$ cat src/rtl/mmio_ctrl.sv
// MMIO controller for the MEM/WB stage: UART TX holding register, RX FIFO and
// cycle/instret counters, with load data registered to match block-RAM latency.
module mmio_ctrl #(
    parameter int RX_DEPTH = 8
) (
    input  logic        clk,
    input  logic        rst,
    input  logic [31:0] addr,
    input  logic [31:0] wdata,
    input  logic [3:0]  we,
    input  logic        re,
    input  logic        inst_retired,
    output logic [31:0] rdata,
    output logic [7:0]  uart_tx_data,
    output logic        uart_tx_valid,
    input  logic        uart_tx_ready,
    input  logic [7:0]  uart_rx_data,
    input  logic        uart_rx_valid,
    output logic        uart_rx_ready
);
    localparam int PW = $clog2(RX_DEPTH);

    logic          sel, st, ld;
    logic [5:0]    word;
    logic          tx_valid;
    logic [7:0]    tx_data;
    logic [7:0]    mem [RX_DEPTH];
    logic [PW-1:0] wptr, rptr;
    logic [PW:0]   count;
    logic          full, nonempty, push, pop;
    logic [31:0]   cyc, ins, rmux;

    assign sel      = (addr[31:28] == 4'h8);
    assign word     = addr[7:2];
    assign st       = sel && (we != 4'b0);
    assign ld       = sel && re;
    assign full     = (count == (PW+1)'(RX_DEPTH));
    assign nonempty = (count != '0);

    // Ready is forced low in reset so the UART never sees a byte accepted then.
    assign uart_rx_ready = !full && !rst;
    assign push          = uart_rx_valid && uart_rx_ready;
    assign pop           = ld && (word == 6'h01) && nonempty;

    assign uart_tx_valid = tx_valid;
    assign uart_tx_data  = tx_data;

    // Read mux reflects pre-edge state, so a same-cycle store is not visible.
    always_comb begin
        rmux = '0;
        if (sel) begin
            case (word)
                6'h00: rmux = {16'b0, 8'(count), 6'b0, nonempty, !tx_valid};
                6'h01: if (nonempty) rmux = {24'b0, mem[rptr]};
                6'h04: rmux = cyc;
                6'h05: rmux = ins;
                default: rmux = '0;
            endcase
        end
    end

    always_ff @(posedge clk) begin
        if (push) mem[wptr] <= uart_rx_data;
    end

    always_ff @(posedge clk) begin
        if (rst) begin
            rdata    <= '0;
            tx_valid <= 1'b0;
            tx_data  <= '0;
            wptr     <= '0;
            rptr     <= '0;
            count    <= '0;
            cyc      <= '0;
            ins      <= '0;
        end else begin
            if (re) rdata <= rmux;

            // A store in the handshake cycle sees tx_valid=1 and is dropped.
            if (tx_valid && uart_tx_ready) begin
                tx_valid <= 1'b0;
            end else if (!tx_valid && st && (word == 6'h02)) begin
                tx_valid <= 1'b1;
                tx_data  <= wdata[7:0];
            end

            if (push) wptr <= wptr + 1'b1;
            if (pop)  rptr <= rptr + 1'b1;
            if (push && !pop)      count <= count + 1'b1;
            else if (!push && pop) count <= count - 1'b1;

            if (st && (word == 6'h06)) begin
                cyc <= '0;
                ins <= '0;
            end else begin
                cyc <= cyc + 1'b1;
                if (inst_retired) ins <= ins + 1'b1;
            end
        end
    end
endmodule

$ cat config.mk
export PLATFORM = sky130hd
export DESIGN_NAME = mmio_ctrl
export DESIGN_NICKNAME = d
export VERILOG_FILES = /design/src/rtl/mmio_ctrl.sv
export SDC_FILE = /design/constraint.sdc
export NUM_CORES = 1
export LEC_CHECK = 0
export ABC_CLOCK_PERIOD_IN_PS = 3700
export BUFFER_PORTS_ARGS = -buffer_cell sky130_fd_sc_hd__buf_4
export CORE_MARGIN = 2
export CORE_UTILIZATION = 41
export DETAILED_ROUTE_END_ITERATION = 8
export GPL_TIMING_DRIVEN = 0
export PLACE_DENSITY = 0.67
export SLEW_MARGIN = 20
export SYNTH_ARGS = -nofsm -noshare
export SYNTH_HDL_FRONTEND = slang
export SYNTH_SLANG_ARGS = --single-unit
$ cat constraint.sdc
create_clock -name clk -period 3.7 [get_ports clk]
set_clock_uncertainty 0.2 [all_clocks]
set_input_delay 0.74 -clock clk [delete_from_list [all_inputs] [get_ports clk]]
set_output_delay 0.74 -clock clk [all_outputs]
set_load 0.01 [all_outputs]
==> results.sh <==
export IMPL_tightest_slew_ns=0.948
export IMPL_worstSetupPathType="in -> out"
export IMPL_drc=0
export IMPL_highest_signal_layer="met4"
export IMPL_portBuffers=74
export IMPL_setup_violations=0
export IMPL_gr_total_overflow=0
export IMPL_placed_cells=1090
export IMPL_area_growth_pct=19.0
export IMPL_synth_top_area_cell="dfxtp_1"
export IMPL_yosys_top_cells_count="118 x dfxtp_1, 72 x a21oi_1, 67 x nor2_1"
export IMPL_crit_path_start_kind="input pin"
export IMPL_postSynthAreaPerCell_um2=10.8
export IMPL_place_gp_congestion=0.817
export IMPL_drive_gt1_frac=0.199
export IMPL_clkLatencyLatePin_ns=0.44
export IMPL_wl_met2_mm=9.15
export IMPL_die_h_um=144
export IMPL_holdPathStages=2
export IMPL_clock_sinks=182
export IMPL_endpoint="uart_rx_ready"
export IMPL_reg2reg_from="count[0]$_SDFFE_PP0P_"
export IMPL_ctsHoldBuffers=0
export IMPL_cts_buffers=17
export IMPL_h_tree_depth=4
export IMPL_viasPerCell=5.46
export IMPL_fillers=1801
export IMPL_crit_start="rst"
export IMPL_clk_pin_slew_ns=0.08
export IMPL_ys_ff_latch=182
export IMPL_dr_pass1_iters=5
export IMPL_yosysMostFrequentCell="dfxtp_1"
export IMPL_cts_tree="done"
export IMPL_cap_violations=0
export IMPL_initialDrtViolationCount=371
export IMPL_num_vias=6121
export IMPL_r2r_slack_ns=0.51
export IMPL_synth_area_leaders="dfxtp_1 29%, edfxtp_1 24%, a21oi_1 4.5%"
export IMPL_rows=51
export IMPL_reg2reg_to="count[3]$_SDFFE_PP0P_"
export IMPL_grt_pass1_vias=5816
export IMPL_synth_main_ff_cell="dfxtp_1"
export IMPL_ir_worst_vdd_mv=0.321
export IMPL_start_util=0.417
export IMPL_dp_slack_ns=-0.669
export IMPL_grt_setup_unrepaired="false"
export IMPL_core_um2=19400
export IMPL_synth_warnings=0
export IMPL_dp_hpwl_mm=13.7
export IMPL_synth_cell_types=49
export IMPL_fin_total_pwr_w=0.00416
export IMPL_ys_async_sr_fraction=0
export IMPL_worstPathMaxFanout=10
export IMPL_grt_usage=0.195
export IMPL_synthCells=749
export IMPL_synth_top_cell_area_share=0.292
export IMPL_dieArea_um2=20800
export IMPL_cts_max_path_buffers=2
export IMPL_layout_cells_non_filler=1121
export IMPL_nets=933
export IMPL_wl_met1_mm=9.06
export IMPL_ios=124
export IMPL_post_cts_setup_buffer_count=0
export IMPL_hp_class="reg -> reg"
export IMPL_cp_end_kind="output pin"
export IMPL_cts_root_buffer="clkbuf_16"
export IMPL_status="finished, final reports clean"
export IMPL_syn_num_nets=839
export IMPL_cp_required_ns=2.76
export IMPL_wl_met3_um=933
export IMPL_synth_edff_count=64
export IMPL_max_freq_mhz=298
export IMPL_worst_slack_ns=0.342
export IMPL_detail_route_wl_per_cell_um=17.3
export IMPL_antenna_found_initial=0
export IMPL_diodes=0
export IMPL_fin_crit_sh=0.908
export IMPL_die_x_um=144
export IMPL_min_period_ns=3.36
export IMPL_powerDensity_nw_per_um2=432
export IMPL_hold_viol=0
export IMPL_p_leak_nw=3.36
export IMPL_grt_max_degree=22
export IMPL_ant_nets=0
export IMPL_slew_headroom=0.366
export IMPL_cp_arrival_ns=2.42
export IMPL_netlist_area_um2=8080
export IMPL_final_setup_tns_ns=0
export IMPL_grt_pass1_wl_mm=31.2
export IMPL_ys_seq_area_frac=0.530
export IMPL_wl_mm=19.4
export IMPL_maxSlewViolCount=0
export IMPL_r2r_cells=9
[placed cells by master (no fill, tap or decap), drive strengths merged, types with 6 or more instances in the layout]
cell type	instances
dfxtp	118
buf	86
a21oi	72
nor2	67
edfxtp	64
clkbuf	52
nand2	33
or4	32
o31ai	29
nor2b	27
mux2i	26
nand3	26
mux2	26
inv	22
nand4	21
o21ai	18
mux4	16
xor2	14
or3	12
nand2b	11
xnor2	10
and4	8
nor4	8
nor3	8
ha	7
and2	6
o22ai	6
clkinv	6
[logic make-up (layout without fill, tap and decap cells)]
| group | Yosys count | in the layout | synth area share |
|---|---|---|---|
| xor gates and xnor gates | 24 | 24 | 0.0260 |
| adders and majority gates | 8 | 8 | 0.0133 |
| muxes | 68 | 68 | 0.113 |
| and+or+nand+nor | 271 | 271 | 0.188 |
| buffers and inverters | 59 | 166 | 0.0299 |
| DFF | 182 | 182 | 0.530 |
| AOI/OAI and AO/OA | 137 | 137 | 0.0999 |
[how the worst min path moves through the flow]
| stage | to | startpoint | slack, ns |
|---|---|---|---|
| final | rptr[2]$_SDFFE_PP0P_ | rptr[2]$_SDFFE_PP0P_ | 0.29 |
| after global routing | rdata[1]$_SDFFE_PP0P_ | rdata[1]$_SDFFE_PP0P_ | 0.31 |
| after CTS | rdata[9]$_SDFFE_PP0P_ | rdata[9]$_SDFFE_PP0P_ | 0.29 |
| after detailed placement | cyc[0]$_SDFF_PP0_ | cyc[0]$_SDFF_PP0_ | 0.27 |
| after global placement | cyc[0]$_SDFF_PP0_ | cyc[0]$_SDFF_PP0_ | 0.25 |
| after floorplan | cyc[0]$_SDFF_PP0_ | cyc[0]$_SDFF_PP0_ | 0.24 |
[sequential cells by signal, summed over array words and instances (netlist names), named ones only]
name	cells
cyc	32
ins	32
count	4
rptr	3
rdata	32
mem	64
uart_tx_data	8
wptr	3
uart_tx_valid	1
[worst max-delay path: stages]
cell and delay, ns:
clkbuf_1 0.34, buf_1 0.59, clkbuf_1 0.49, a21oi_1 0.09, buf_4 0.17
[through the flow]
step	instance area, um^2	hold WS, ns	util
2_1_floorplan	8080	0.237	-
3_3_place_gp	8970	0.253	0.462
3_5_place_dp	8990	0.269	0.464
4_1_cts	9600	0.287	0.495
5_1_grt	9620	0.314	0.496
6_report	9620	0.289	0.496
[power by group]
group | internal, W | switching (W)
Combinational | 0.0000803 | 0.000120
Sequential | 0.00209 | 0.0000225
Clock | 0.000925 | 0.000919
[routing by layer]
layer | vias up | GRT usage
met5 | - | 0
met3 | 25 | 0.0414
met4 | 0 | 0.0593
li1 | 2988 | -
met2 | 170 | 0.310
met1 | 2938 | 0.269
[area by class of cell]
| cell class | count | area, um^2 | area share |
|---|---|---|---|
| flip-flops and latches | 182 | 4280 | 0.445 |
| plain buffers | 45 | 190 | 0.0198 |
| inverters | 13 | 48.8 | 0.00507 |
| repair buffers | 76 | 571 | 0.0593 |
| multi-input cells | 508 | 3580 | 0.372 |
| well taps | 265 | 332 | 0.0345 |
| clock buffers | 17 | 425 | 0.0442 |
| clock inverters | 15 | 184 | 0.0191 |
[repair_timing]
action | 4_1_cts | 5_1_grt
endpoints found under the setup margin | 1 | 1
hold endpoints to repair | 0 | 0
gates resized for setup | 1 | 0
Note: power is estimated with default switching activity, not from simulation.
